## src/rtl/pc_sequencer.sv

```systemverilog
// pc_sequencer
// Multi-cycle fetch/execute sequencer that owns the program counter of the CPU.
// It walks IDLE -> FETCH -> EXEC (-> MEMWAIT) -> FETCH, holding the PC while
// instruction or data memory reports busywait, and resolves the next PC from
// the control unit's jump/branch decodes and the ALU ZERO flag.
//
// Ports:
//   CLK            clock, all state changes on the rising edge
//   RESET          asynchronous active-low reset
//   JSIGNAL        jump decoded
//   BEQSIGNAL      beq decoded
//   BNESIGNAL      bne decoded
//   ZERO           ALU zero flag for the current instruction
//   OFFSET         signed instruction-count offset from the instruction word
//   INSTR_BUSYWAIT instruction memory not ready
//   DATA_BUSYWAIT  data memory/cache not ready
//   PC             current instruction address
//   INSTR_READ     instruction fetch request (FETCH state)
//   EXEC_EN        execute cycle; qualifies register-file write enable
//   STALL          sequencer waiting on a memory
//   BRANCH_TAKEN   one-cycle pulse after an EXEC that redirected the PC
module pc_sequencer #(
  parameter int                  PC_WIDTH     = 32,
  parameter int                  OFFSET_WIDTH = 8,
  parameter logic [PC_WIDTH-1:0] RESET_PC     = '0
) (
  input  logic                    CLK,
  input  logic                    RESET,
  input  logic                    JSIGNAL,
  input  logic                    BEQSIGNAL,
  input  logic                    BNESIGNAL,
  input  logic                    ZERO,
  input  logic [OFFSET_WIDTH-1:0] OFFSET,
  input  logic                    INSTR_BUSYWAIT,
  input  logic                    DATA_BUSYWAIT,
  output logic [PC_WIDTH-1:0]     PC,
  output logic                    INSTR_READ,
  output logic                    EXEC_EN,
  output logic                    STALL,
  output logic                    BRANCH_TAKEN
);

  typedef enum logic [1:0] {
    IDLE    = 2'd0,
    FETCH   = 2'd1,
    EXEC    = 2'd2,
    MEMWAIT = 2'd3
  } state_t;

  state_t              state_q, state_d;
  logic [PC_WIDTH-1:0] pc_q, pc_d;
  logic [PC_WIDTH-1:0] npc_q, npc_d;
  logic                branchTaken_q, branchTaken_d;

  logic [PC_WIDTH-1:0] plus4;
  logic [PC_WIDTH-1:0] offsetExt;
  logic [PC_WIDTH-1:0] target;
  logic                takeTarget;
  logic [PC_WIDTH-1:0] nextPc;

  // Next-PC resolution. The offset counts instructions, so it is sign-extended
  // to the PC width and scaled by 4; all sums wrap silently at 2^PC_WIDTH.
  // The priority chain means beq wins whenever beq and bne are both asserted.
  always_comb begin
    plus4      = pc_q + PC_WIDTH'(4);
    offsetExt  = PC_WIDTH'(signed'(OFFSET));
    target     = plus4 + (offsetExt << 2);
    takeTarget = 1'b0;
    if (JSIGNAL) begin
      takeTarget = 1'b1;
    end else if (BEQSIGNAL) begin
      takeTarget = ZERO;
    end else if (BNESIGNAL) begin
      takeTarget = ~ZERO;
    end
    nextPc = takeTarget ? target : plus4;
  end

  // Next-state logic. A data busywait during EXEC parks the resolved PC in
  // npc_q so MEMWAIT can ignore the (by then stale) branch inputs.
  always_comb begin
    state_d       = state_q;
    pc_d          = pc_q;
    npc_d         = npc_q;
    branchTaken_d = 1'b0;
    case (state_q)
      IDLE: begin
        state_d = FETCH;
      end
      FETCH: begin
        if (!INSTR_BUSYWAIT) begin
          state_d = EXEC;
        end
      end
      EXEC: begin
        if (DATA_BUSYWAIT) begin
          npc_d   = nextPc;
          state_d = MEMWAIT;
        end else begin
          pc_d          = nextPc;
          branchTaken_d = takeTarget;
          state_d       = FETCH;
        end
      end
      MEMWAIT: begin
        if (!DATA_BUSYWAIT) begin
          pc_d    = npc_q;
          state_d = FETCH;
        end
      end
      default: begin
        state_d = IDLE;
      end
    endcase
  end

  // State registers; reset acts immediately so no partial PC update survives.
  always_ff @(posedge CLK or negedge RESET) begin
    if (!RESET) begin
      state_q       <= IDLE;
      pc_q          <= RESET_PC;
      npc_q         <= RESET_PC;
      branchTaken_q <= 1'b0;
    end else begin
      state_q       <= state_d;
      pc_q          <= pc_d;
      npc_q         <= npc_d;
      branchTaken_q <= branchTaken_d;
    end
  end

  // Moore outputs, except STALL in FETCH which follows INSTR_BUSYWAIT directly.
  always_comb begin
    INSTR_READ = 1'b0;
    EXEC_EN    = 1'b0;
    STALL      = 1'b0;
    case (state_q)
      FETCH: begin
        INSTR_READ = 1'b1;
        STALL      = INSTR_BUSYWAIT;
      end
      EXEC: begin
        EXEC_EN = 1'b1;
      end
      MEMWAIT: begin
        STALL = 1'b1;
      end
      default: begin
      end
    endcase
  end

  assign PC           = pc_q;
  assign BRANCH_TAKEN = branchTaken_q;

endmodule

```

## config.mk

```make
export PLATFORM = sky130hd
export DESIGN_NAME = pc_sequencer
export DESIGN_NICKNAME = d
export VERILOG_FILES = /design/src/rtl/pc_sequencer.sv
export SDC_FILE = /design/constraint.sdc
export NUM_CORES = 1
export LEC_CHECK = 0
export BUFFER_PORTS_ARGS = -buffer_cell sky130_fd_sc_hd__buf_2
export CORE_ASPECT_RATIO = 1.25
export CORE_MARGIN = 2
export CORE_UTILIZATION = 50
export CTS_BUF_LIST = sky130_fd_sc_hd__clkbuf_4
export DETAILED_ROUTE_END_ITERATION = 7
export PLACE_DENSITY = 0.75
export SYNTH_ARGS = -nofsm -noshare
export SYNTH_HDL_FRONTEND = slang
export SYNTH_SLANG_ARGS = --single-unit
```

## constraint.sdc

```tcl
create_clock -name CLK -period 3.4 [get_ports CLK]
set_input_delay 0.51 -clock CLK [delete_from_list [all_inputs] [get_ports CLK]]
set_output_delay 0.51 -clock CLK [all_outputs]
set_load 0.05 [all_outputs]
```

### Word-level counts from Yosys, hierarchy flattened

Index checks and enable logic that the tools add are counted.

| operators by class | value |
|---|---|
| add/sub/neg operators | 2 |
| $mul | 0 |
| div/mod/pow operators | 0 |
| order comparisons | 0 |
| equality and inequality tests | 6 |
| shift operators | 0 |
| muxes and demuxes | 16 |
| bitwise operators | 1 |
| reductions and logical operators | 5 |

Operator list:

| operator | number |
|---|---|
| $mux W32 | 3 |
| $pmux W32 S2 | 1 |
| $add A32 B3 Y32 const B | 1 |
| $add A32 B32 Y32 | 1 |
| $pmux W2 S4 | 1 |
| $mux W1 | 7 |
| $mux W2 | 3 |
| $ne A2 B2 Y1 const B | 3 |
| $eq A2 B2 Y1 const B | 2 |
| $reduce_and A2 Y1 | 2 |
| $reduce_and A3 Y1 | 1 |
| $eq A2 B1 Y1 const B | 1 |
| $logic_not A2 Y1 | 1 |
| $pmux W1 S2 | 1 |
| $reduce_bool A2 Y1 | 1 |
| $not A1 Y1 | 1 |

| word-level totals | value |
|---|---|
| bits in registers | 67 |
| bits in latches | 0 |
| memory bits (writable) | 0 |
| memory bits (read-only) | 0 |
| input port bits | 16 |
| output and inout bits | 36 |
| logic and storage cells | 34 |
| memories | 0 |

### Longest topological paths before layout

Gate-level depths: netlist (run 1).

| depth | value |
|---|---|
| word-level depth | 7 |
| depth in mapped cells | 17 |
| mapped depth without buffers | 15 |

### Worst setup path after synthesis (run 1)

OpenSTA, ideal clock, no wires.

| timing | value |
|---|---|
| path kind | flip-flop to flip-flop |
| from | register pc_q[8] (netlist: PC[8]) |
| to | register pc_q[31] (netlist: PC[31]) |
| library setup time | 0.133 ns |
| arrival time | 3.686 ns |
| data required time | 3.267 ns |
| setup slack | -0.420 ns |
| cell stages (with the launch flop) | 16 |
| path buffers | 1 |
| clock period less this slack | 3.820 ns |
| path through | dfrtp_1 > and4_1 > nand4_1 > or2_1 > nor4_2 > xor2_1 > ha_1 > clkbuf_1 > a21o_1 > a21o_1 > a2111oi_2 > nand3_1 > mux2i_1 > nand4bb_1 > xnor2_1 > o21ai_0 |

| on the way | value |
|---|---|
| longest elaborated chain between the ends | 5 |

Ends and longest elaborated chain:

| item | RTL line | source |
|---|---|---|
| start: declaration | 51 | `logic [PC_WIDTH-1:0] pc_q, pc_d;` |
| start signal: assignment | 126 | `pc_q <= pc_d;` |
| $add A32 B3 Y32 (*) | 65 | `plus4 = pc_q + PC_WIDTH'(4);` |
| $add A32 B32 Y32 | 67 | `target = plus4 + (offsetExt << 2);` |
| $mux W32 (*) | 76 | `nextPc = takeTarget ? target : plus4;` |
| $mux W32 (*) | 96 | `if (DATA_BUSYWAIT) begin` |
| $pmux W32 S2 (*) | 86 | `case (state_q)` |

Every way passes the cells marked *; elsewhere a longest branch is shown, timed or not. The select of a mux whose other input is x is not followed.
A chain may end at the register's enable or synchronous reset.

### Worst setup path in the final report (run 1)

| timing | value |
|---|---|
| from | register pc_q[12] (netlist: PC[12]) |
| to | register npc_q[31] |

| on the way | value |
|---|---|
| longest elaborated chain between the ends | 3 |

Ends and longest elaborated chain:

| item | RTL line | source |
|---|---|---|
| $add A32 B3 Y32 (*) | 65 |  |
| $add A32 B32 Y32 | 67 |  |
| $mux W32 (*) | 76 |  |
| end signal: assignment | 127 | `npc_q <= npc_d;` |
| end: declaration | 52 | `logic [PC_WIDTH-1:0] npc_q, npc_d;` |

Every way passes the cells marked *; elsewhere a longest branch is shown, timed or not.

==> summary.md, run 1 <==
| Metric | Value |
|---|---|
| Die Wd | 98.32 µm |
| Placer Congestion | 1.002 |
| Drt first pass iters | 5 |
| Final Core Density | 67.92% |
| Crit Path Max Fanout | 4 |
| CP peak stage delay | 0.41 ns |
| CTS Buffer Depth | 2 |
| Die area | about 12,000 µm² |
| Vias per cell | 6.211 |
| Post-synth top area cell | dfrtp_1 |
| Largest net degree at the start of global routing | 68 |
| Synthesized cell area | 5560 µm² |
| Via Count | 5,913 |
| Clock power frac | about 7.6% |
| WL final | 18,090 µm |
| Final worst slack | -0.03747 ns |
| Placed Instances | 914 |
| VDD IR max | 624.9 µV |
| GRT Util Overall | between 20 and 30% |
| Fill cells | 849 |
| GR met1 Demand/Resource | 32.70% |
| First-pass GRT wire length | 27,410 µm |
| Compound-Gate Fraction of Synth Area | around a quarter |
| Hold Vio Cnt, Final | 0 |
| Area share of the largest cell type after synthesis | 30.15% |
| Switching part of the total | between 50% and 60% |
| Io pins | 52 |
| H-Tree Depth | 3 |
| RSZ-0062 raised after global routing | true |
| Place WS | -0.2741 ns |
| Max Cap Violations | 0 |
| Hold Buf Count CTS | 0 |
| Antenna violations before repair | 0 |
| Post-DP HPWL | 13,260 µm |
| Port bufs | 51 |
| Seq pwr share | 19.5% |
| Max Transition Viols Final | 0 |
| Setup_tns | -0.05138 ns |
| Grt met3 use | between 4 and 5% |
| Synth-to-Final Area Change | 34.07% |
| Gr ovfl total | 0 |
| Worst min path class | input port to async pin |
| ANT nets after route | 0 |
| Delay-heaviest family, CP | simple AND/OR/NAND/NOR gates |
| Cells after Synth | 672 |
| Largest family of logic cells by synthesized area | compound AO/OA/AOI/OAI gates |
| Master of the slowest instance on the critical path | a2111oi_4 |
| Comb pwr share | 72.9% |
| Num rows | 43 |
| Critical path cell sequence | and2_1 > nand4_1 > buf_4 > buf_6 > nor4_1 > xor2_1 > ha_1 > a2111oi_4 > nand3_1 > mux2i_1 > nand4bb_1 > xnor2_1 > o21ai_1 |
| Failing checks | negative setup slack |
| Largest cells by area after synthesis | dfrtp_1 (30%), ha_1 (9.2%), o21ai_0 (5.9%) |
| Cell-internal power | ~3.5 mW |
| Register area | 1695 µm² |
| Post-synthesis mux area share | between 4 and 5% |
| Post-synth EDFFs | 0 |
| Core Box Area | 10,980 µm² |
| Worst path bufs/invs | 2 |
| Unique masters post-synth | 67 |
| Setup crit start kind | flop |
| Die Ht | approximately 120 µm |
| Routed len/inst | around 19 µm |
| CTS tree | yes |
| Clock transition at path regs | approximately 0.12 ns |
| Synth warn | 0 |
| Vias in the first global route | about 5,700 |
| # nets final | a little under 900 |
| Starting Density | between 50% and 60% |
| Sink Count | 67 |
| Multi-input logic area | 4274 µm² |
| Final min period | 3.437 ns |
| Crit Path Category | flop to flop |
| Arrival time worst endpoint | 3.73 ns |
| Avg Cell Area, Syn | slightly above 8 µm² |
| Setup-failing EPs final | 2 |
| Asr flop ratio synth | 100.0% |
| LEAKAGE | ~3.5 nW |
| Drt drc | 0 |
| Number of diodes | 0 |
| Net count after synthesis | 730 |
| FMAX | 0.2909 GHz |
| Simple-gate share of the synthesized area | approximately 20% |
| Post-synthesis sequential area ratio | 30.15% |
| Layer with the highest usage | met2 |
| Clk root buf | clkbuf_4 |
| Post-synthesis xor/xnor area fraction | slightly above 7% |
| Power per Cell Area | 971.4 nW/µm² |
| Critical Path End Type | flop |
| Status | finished, violations left |
| Skew-Pair Late Insertion Delay | 0.43 ns |
| DRT iter0 DRCs | ~430 |
| Final period util | 101.1% |
| Hold_ws | 0.2434 ns |
| Seq cells post-synth | 67 |
| Slew @ Worst Pin | 0.8938 ns |
| Final std cells w/o fill | 952 |
| Adder-cell area share of the yosys netlist | 9.586% |
| Relative slew slack | between 40 and 50% |
| Main synth FF type | dfrtp_1 |
| Met2 global-route usage | 50.77% |
| P_sw | between 3 and 4 mW |
| CTS buffer count | 9 |
| Share of layout cells above drive strength 1 | 37.45% |
| Clock Skew | approximately 0.015 ns |
| WP data required | 3.70 ns |
-- cells by family (layout without fill, tap and decap cells) --
| logic type | count (synthesis) | count (layout) |
|---|---|---|
| AO/OA/AOI/OAI | 222 | 222 |
| AND/OR/NAND/NOR | 224 | 224 |
| buffers and inverters | 51 | 196 |
| XOR/XNOR | 45 | 45 |
| flip-flops | 67 | 67 |
| multiplexers | 21 | 21 |
| adder cells (fa/ha/maj) | 42 | 42 |
-- layout by cell type, fill, tap and decap left out, types with 17 or more instances in the layout --
cell type / netlist / final
nand2_1: 80 / 75
nand3_1: 22 / 17
buf_4: 3 / 110
o21ai_0: 65 / 59
a21oi_1: 53 / 44
nor2_1: 37 / 32
buf_2: 4 / 51
xnor2_1: 24 / 18
ha_1: 41 / 29
dfrtp_1: 67 / 52
-- cells in the mapped netlist (18+ instances only) --
master / number
a21oi_1: 53
nand3_1: 22
ha_1: 41
and3_1: 18
nand2_1: 80
clkbuf_1: 26
o21ai_0: 65
xnor2_1: 24
dfrtp_1: 67
xor2_1: 21
nor3_1: 18
nor2_1: 37
-- power groups by stage --
stage	Combinational, mW	Sequential, mW	Clock (mW)
final	5.28	1.41	0.548
after global placement	4.50	1.37	0
after global routing	5.64	1.45	0.596
after CTS	4.78	1.38	0.550
after floorplan	2.46	1.98	0
after detailed placement	4.62	1.40	0
-- state kept, by name (all words and copies together) (netlist names) --
name	cells
npc_q	32
BRANCH_TAKEN	1
state_q	2
PC	32
-- what timing repair did --
item / in CTS / in global routing
resized for setup: 22 / 83
setup buffers: 3 / 19
gates cloned: 0 / 0
endpoints found under the setup margin: 16 / 32
pin swaps: 11 / 45
-- metal layers --
layer | share of wire (%) | vias to the layer above
met3 | 4.9 | 79
met1 | 37 | 2848
met4 | 6.3 | 0
met5 | 0 | -
li1 | - | 2748
met2 | 52 | 238
-- path summary, 6_finish.rpt --
kind	start	endpoint	slack, ns	depth (start not counted)
max	PC[12]$_DFFE_PN0P_	npc_q[31]$_DFFE_PN0P_	-0.04	13
min	RESET	PC[28]$_DFFE_PN0P_	0.24	2
max reg2reg	PC[12]$_DFFE_PN0P_	npc_q[31]$_DFFE_PN0P_	-0.04	13
min reg2reg	npc_q[2]$_DFFE_PN0P_	npc_q[2]$_DFFE_PN0P_	0.49	2
max in group asynchronous	RESET	PC[13]$_DFFE_PN0P_	2.52	2
min in group CLK	INSTR_BUSYWAIT	state_q[1]$_DFFE_PN0P_	0.40	4
-- stage by stage --
stage	total power, mW	instance area [µm²]
final	7.241	7455
after global routing	7.690	7455
after detailed placement	6.023	6605
after floorplan	4.444	5640
after global placement	5.880	6605
after CTS	6.717	6902
-- layout make-up --
| class | instances | share of cell area, % |
|---|---|---|
| timing repair buffer | 164 | 14.95 |
| clock inverter | 7 | 0.9903 |
| multi-input combinational | 554 | 57.33 |
| sequential | 67 | 22.74 |
| inverter | 16 | 0.8056 |
| clock buffer | 9 | 0.9063 |
| tap | 135 | 2.266 |
Power figures use the tool's default switching activity.
==> run 2: changes to the inputs <==
--- a/config.mk
+++ b/config.mk
@@ -12,6 +12,7 @@
 export CTS_BUF_LIST = sky130_fd_sc_hd__clkbuf_4
 export DETAILED_ROUTE_END_ITERATION = 7
 export PLACE_DENSITY = 0.75
+export SETUP_SLACK_MARGIN = 0.05
 export SYNTH_ARGS = -nofsm -noshare
 export SYNTH_HDL_FRONTEND = slang
 export SYNTH_SLANG_ARGS = --single-unit
==> run 2 against run 1 <==
  * The run still ends with negative setup slack left
  * Final area grew 1.6%
  * Hold slack lost 0.19 ns
  * Clock power shrank 7.1%
  * Die area is the same
  * Clock-buffer cell count is the same
  * Sequential power is essentially flat
  * Global-route usage grew 0.83 points
  * Highest routed layer unchanged
  * Register-to-register slack gained 0.04 ns
  * First-iteration DRC count shrank 12%
  * Critical path depth grew 1
==> summary.md, run 2 (synthesis results as in run 1) <==
| Metric | Value |
|---|---|
| Power per Cell Area | 961.6 nW/µm² (-1.0%) |
| Sink Count | 67 (unchanged) |
| Seq pwr share | 19.4% (about the same) |
| Comb pwr share | 73.6% (+0.7 points) |
| GRT Util Overall | 29.56% (+0.83 points) |
| # nets final | 866 (-0.46%) |
| Drt first pass iters | 7 (+2) |
| Critical path cell sequence | and4_4 > nand3_4 > or2_4 > nor4_4 > xnor2_1 > ha_2 > nand2_1 > a21boi_0 > o21a_1 > nor2_1 > or4_1 > nand4bb_1 > xnor2_2 > o21ai_1 |
| Final period util | 100.0% (-1.1 points) |
| Starting Density | 50.66% (unchanged) |
| Vias per cell | 6.205 (-0.10%) |
| P_sw | 3.825 mW (+2.2%) |
| Setup-failing EPs final | 1 (-1) |
| FMAX | 0.2940 GHz (+1.1%) |
| CTS Buffer Depth | 2 (unchanged) |
| Max Transition Viols Final | 0 (unchanged) |
| Share of layout cells above drive strength 1 | 39.36% (+1.9 points) |
| H-Tree Depth | 3 (unchanged) |
| Commonest non-fill, non-tap cell in the layout | buf_4 |
| Failing checks | negative setup slack |
| Clock Skew | 0.02312 ns (+0.007873 ns) |
| VDD IR max | 683.8 µV (+9.4%) |
| Worst Setup SP | PC[4]$_DFFE_PN0P_ |
| CP peak stage delay | 0.48 ns (+0.07 ns) |
| Total chip power | 7.282 mW (+0.57%) |
| Gr ovfl total | 0 (unchanged) |
| Via Count | 5,882 (-0.52%) |
| Clock power frac | 7.0% (-0.6 points) |
| Status | finished, violations left |
| Core Box Area | 10,980 µm² (unchanged) |
| Clock transition at path regs | 0.14 ns (+0.02 ns) |
| Crit Path Max Fanout | 5 (+1) |
| LEAKAGE | 3.468 nW (+0.33%) |
| Clk root buf | clkbuf_4 |
| Master of the slowest instance on the critical path | or4_1 |
| Io pins | 52 (unchanged) |
| RR Endpoint | npc_q[31]$_DFFE_PN0P_ |
| Final min period | 3.402 ns (-0.03597 ns) |
| Cell-internal power | 3.457 mW (-1.2%) |
| Die area | 11,990 µm² (unchanged) |
| Largest net degree at the start of global routing | 68 (unchanged) |
| Slew @ Worst Pin | 0.9151 ns (+0.02136 ns) |
| Flop-to-flop setup slack | -0.002 ns (+0.04 ns) |
| Setup_tns | -0.001502 ns (+0.04988 ns) |
| Hold Vio Cnt, Final | 0 (unchanged) |
| Routed len/inst | 19.34 µm (+1.8%) |
| Vias in the first global route | 5,834 (+2.7%) |
| WP data required | 3.70 ns (about the same) |
| Worst min path class | input port to async pin |
| Critical Path End Type | flop |
| WL final | 18,340 µm (+1.4%) |
| CTS tree | yes |
| Crit Path Category | flop to flop |
| ANT nets after route | 0 (unchanged) |
| Num rows | 43 (unchanged) |
| Max Cap Violations | 0 (unchanged) |
| Relative slew slack | 38.84% (-1.4 points) |
| Port bufs | 51 (unchanged) |
| Post-DP HPWL | 13,380 µm (+0.94%) |
| Arrival time worst endpoint | 3.70 ns (-0.03 ns) |
| First-pass GRT wire length | 28,520 µm (+4.0%) |
| Die Ht | 121.9 µm (unchanged) |
| FF-to-FF path depth | 14 (+1) |
| RSZ-0062 raised after global routing | true |
| DRT iter0 DRCs | 376 (-12%) |
| CTS buffer count | 9 (unchanged) |
| Number of diodes | 0 (unchanged) |
| Antenna violations before repair | 0 (unchanged) |
| Switching part of the total | 52.53% (+0.84 points) |
| Most frequent cells in the layout | buf_4 (104), nand2_1 (72), o21ai_0 (53), dfrtp_1 (52), buf_2 (51) |
| Skew-Pair Late Insertion Delay | 0.44 ns (about the same) |
| Setup crit start kind | flop |
| Reg2reg start | PC[4]$_DFFE_PN0P_ |
| Final worst slack | -0.001502 ns (+0.03597 ns) |
| Drt drc | 0 (unchanged) |
| Die Wd | 98.32 µm (unchanged) |
| Placer Congestion | 0.9396 (-6.2%) |
| Synth-to-Final Area Change | 36.21% |
==> run 2: cell type report <==
type / count / area [µm²]
Clock inverter: 7 / 60.06
Multi-Input combinational cell: 554 / 4412
Fill cell: 861 / 3402
Clock buffer: 9 / 67.56
Sequential cell: 67 / 1695
Tap cell: 135 / 168.9
Timing Repair Buffer: 160 / 1110
Inverter: 16 / 60.06
==> run 2: how the worst max path moves through the flow <==
stage	to	cells past startpoint
after CTS	npc_q[28]$_DFFE_PN0P_	16
final	npc_q[31]$_DFFE_PN0P_	14
after floorplan	PC[31]$_DFFE_PN0P_	15
after detailed placement	npc_q[28]$_DFFE_PN0P_	16
after global placement	PC[21]$_DFFE_PN0P_	15
after global routing	npc_q[31]$_DFFE_PN0P_	14
==> run 2: what timing repair did <==
item / in CTS / in global routing
buffers inserted: 7 / 11
hold buffers: 0 / 0
pin swaps: 15 / 22
gates resized for setup: 25 / 105
endpoints found under the setup margin: 24 / 37
==> run 2: critical path: cells and delay by family (launching register included) <==
family                     cells  cell delay, ns
AOI/OAI and AO/OA              3            0.38
xor gates and xnor gates       2            0.30
adders and majority gates      1            0.39
DFF                            1            0.40
and+or+nand+nor                8            1.78
==> run 2: power groups by stage <==
stage	clock, mW	combinational (mW)	sequential, mW
2_1_floorplan	0	2.48	1.98
3_3_place_gp	0	4.54	1.38
3_5_place_dp	0	4.63	1.41
4_1_cts	0.501	4.75	1.40
5_1_grt	0.535	5.79	1.45
6_report	0.509	5.36	1.41
==> run 2: stage by stage <==
stage | hold slack, ns | area, µm² | setup WS, ns | std cells | util (%)
after floorplan | 0.2144 | 5662 | -0.06020 | 672 | -
after global placement | 0.4547 | 6651 | -0.04567 | 914 | 60.60
after detailed placement | 0.4631 | 6651 | -0.1173 | 914 | 60.60
after CTS | 0.08265 | 6940 | 0.04199 | 937 | 63.24
after global routing | 0.07581 | 7574 | -0.1302 | 948 | 69.00
final | 0.05494 | 7574 | -0.001502 | 948 | 69.00
==> run 2: layer usage <==
metal | track usage, % | vias up | wire (µm)
met2 | 54.08 | 199 | 9762
met5 | 0 | - | 0
met3 | 3.155 | 53 | 773
met1 | 34.00 | 2888 | 6890
met4 | 15.07 | 0 | 912
li1 | - | 2742 | -
==> run 3: changes to the inputs <==
--- a/config.mk
+++ b/config.mk
@@ -12,6 +12,7 @@
 export CTS_BUF_LIST = sky130_fd_sc_hd__clkbuf_4
 export DETAILED_ROUTE_END_ITERATION = 7
 export PLACE_DENSITY = 0.75
+export RECOVER_POWER = 50
 export SETUP_SLACK_MARGIN = 0.05
 export SYNTH_ARGS = -nofsm -noshare
 export SYNTH_HDL_FRONTEND = slang
==> run 3 against run 2 <==
  * The flow finishes with violations (max-capacitance violations, max-slew violations)
  * Clock power barely moved
  * Clock skew is 0.0024 ns lower
  * First-iteration DRC count rose by 3.5%
  * Critical path type unchanged
==> summary.md, run 3 (synthesis results as in run 1) <==
| Metric | Value |
|---|---|
| Status | finished, violations left |
| Failing checks | max-capacitance violations, max-slew violations |
| Final period util | 99.60% (-0.44 points) |
| Via Count | 5,907 (+0.43%) |
| WP data required | 3.70 ns (about the same) |
| Hold Crit Start | INSTR_BUSYWAIT |
| CTS Buffer Depth | 2 (unchanged) |
| Die area | 11,990 µm² (unchanged) |
| Antenna violations before repair | 0 (unchanged) |
| # nets final | 866 (unchanged) |
| Vias in the first global route | 5,834 (unchanged) |
| Placer Congestion | 0.9396 (unchanged) |
| Hold Vio Cnt, Final | 0 (unchanged) |
| Die Ht | 121.9 µm (unchanged) |
| Critical Path End Type | flop |
| Total chip power | 7.273 mW (-0.13%) |
| Skew-Pair Late Insertion Delay | 0.43 ns (about the same) |
| FF-to-FF path depth | 14 (unchanged) |
| Gr ovfl total | 0 (unchanged) |
| Sink Count | 67 (unchanged) |
| Worst min path class | input port to flop |
| Die Wd | 98.32 µm (unchanged) |
| Final Core Density | 68.76% (-0.24 points) |
| Max Transition Viols Final | 68 (+68) |
| Num rows | 43 (unchanged) |
| Synth-to-Final Area Change | 35.73% |
| LEAKAGE | 3.429 nW (-1.1%) |
| Max Cap Violations | 1 (+1) |
| VDD IR max | 685.3 µV (+0.22%) |
| Drt first pass iters | 6 (-1) |
| Io pins | 52 (unchanged) |
| Core Box Area | 10,980 µm² (unchanged) |
| Crit Path Category | flop to flop |
| Drt drc | 0 (unchanged) |
| Final min period | 3.387 ns (-0.01496 ns) |
| Arrival time worst endpoint | 3.68 ns (-0.02 ns) |
| CTS buffer count | 9 (unchanged) |
| Flop-to-flop setup slack | 0.01 ns (about the same) |
| Vias per cell | 6.231 (+0.43%) |
| Power per Cell Area | 963.6 nW/µm² (+0.21%) |
| Crit path capture | npc_q[31]$_DFFE_PN0P_ |
| Slew @ Worst Pin | 1.687 ns (+0.7717 ns) |
| Largest net degree at the start of global routing | 68 (unchanged) |
| Worst Setup SP | PC[4]$_DFFE_PN0P_ |
| ANT nets after route | 0 (unchanged) |
| Most frequent cells in the layout | buf_4 (104), nand2_1 (72), o21ai_0 (53), dfrtp_1 (52), a21oi_1 (43) |
| Reg2reg start | PC[4]$_DFFE_PN0P_ |
| Crit Path Max Fanout | 5 (unchanged) |
| Clock transition at path regs | 0.14 ns (about the same) |
| RSZ-0062 raised after global routing | true |
| DRT iter0 DRCs | 389 (+3.5%) |
| CTS tree | yes |
| H-Tree Depth | 3 (unchanged) |
| Clk root buf | clkbuf_4 |
| RR Endpoint | npc_q[31]$_DFFE_PN0P_ |
| Setup-failing EPs final | 0 (-1) |
| Share of layout cells above drive strength 1 | 38.25% (-1.1 points) |
| First-pass GRT wire length | 28,520 µm (unchanged) |
| Number of diodes | 0 (unchanged) |
| Starting Density | 50.66% (unchanged) |
| Clock Skew | 0.02068 ns (-0.002440 ns) |
| GRT Util Overall | 29.56% (unchanged) |
| Relative slew slack | -12.46% (-51 points) |
| Setup crit start kind | flop |
| Commonest non-fill, non-tap cell in the layout | buf_4 |
| FMAX | 0.2953 GHz (+0.44%) |
| Routed len/inst | 19.41 µm (+0.36%) |
| Port bufs | 51 (unchanged) |
| Post-DP HPWL | 13,380 µm (unchanged) |
| WL final | 18,400 µm (+0.36%) |
-- run 3: timing repair --
| action | 4_1_cts | 5_1_grt |
|---|---|---|
| hold buffers | 0 | 0 |
| resized for setup | 25 | 105 |
| setup buffers | 7 | 11 |
| pin swaps | 15 | 22 |
| hold endpoints to repair | 0 | 0 |
| gates cloned | 0 | 0 |
| endpoints found under the setup margin | 24 | 37 |
-- run 3: area by class of cell --
cell class                      count  area, µm²
Multi-Input combinational cell    554       4412
Fill cell                         868       3428
Sequential cell                    67       1695
Timing Repair Buffer              160       1084
Tap cell                          135      168.9
Clock buffer                        9      67.56
Clock inverter                      7      60.06
Inverter                           16      60.06
-- run 3: through the flow --
step	instances	setup WS [ns]	hold slack [ns]	instance area, µm²	setup TNS, ns
3_5_place_dp	914	-0.1173	0.4631	6651	-0.7924
3_3_place_gp	914	-0.04567	0.4547	6651	-0.1595
6_report	948	0.01346	0.4276	7547	0
2_1_floorplan	672	-0.06020	0.2144	5662	-0.1203
5_1_grt	948	-0.1302	0.4457	7547	-0.7366
4_1_cts	937	0.04199	0.08265	6940	0
-- run 3: metal layers --
metal | track usage, % | wire length, µm | vias up | share of wire [%]
met4 | 15.07 | 919 | 0 | 5.0
met5 | 0 | 0 | - | 0
met3 | 3.155 | 707 | 58 | 3.8
met2 | 54.08 | 9826 | 203 | 53
met1 | 34.00 | 6951 | 2912 | 38
li1 | - | - | 2734 | -
-- run 3: worst min path at each step --
stage | endpoint | slack, ns | cells past startpoint
3_5_place_dp | npc_q[15]$_DFFE_PN0P_ | 0.46 | 1
6_report | state_q[1]$_DFFE_PN0P_ | 0.43 | 4
3_3_place_gp | npc_q[29]$_DFFE_PN0P_ | 0.45 | 2
2_1_floorplan | BRANCH_TAKEN$_DFF_PN0_ | 0.21 | 0
5_1_grt | state_q[1]$_DFFE_PN0P_ | 0.45 | 4
4_1_cts | npc_q[3]$_DFFE_PN0P_ | 0.08 | 2
-- run 3: worst max-delay path: stages, from the launching register on --
cell       delay, ns
dfrtp_2         0.40
and4_4          0.27
nand3_4         0.13
or2_4           0.32
nor4_4          0.26
xnor2_1         0.16
ha_2            0.39
nand2_1         0.09
a21boi_0        0.16
o21a_1          0.15
nor2_1          0.05
or4_1           0.48
nand4bb_1       0.17
xnor2_2         0.14
o21ai_1         0.07
-- run 3: where the power goes --
| part | leakage, nW | switching [mW] | internal, mW | total [mW] |
|---|---|---|---|---|
| clock network | 0.0615 | 0.345 | 0.162 | 0.507 |
| logic | 2.54 | 3.22 | 2.14 | 5.35 |
| registers | 0.827 | 0.267 | 1.15 | 1.41 |
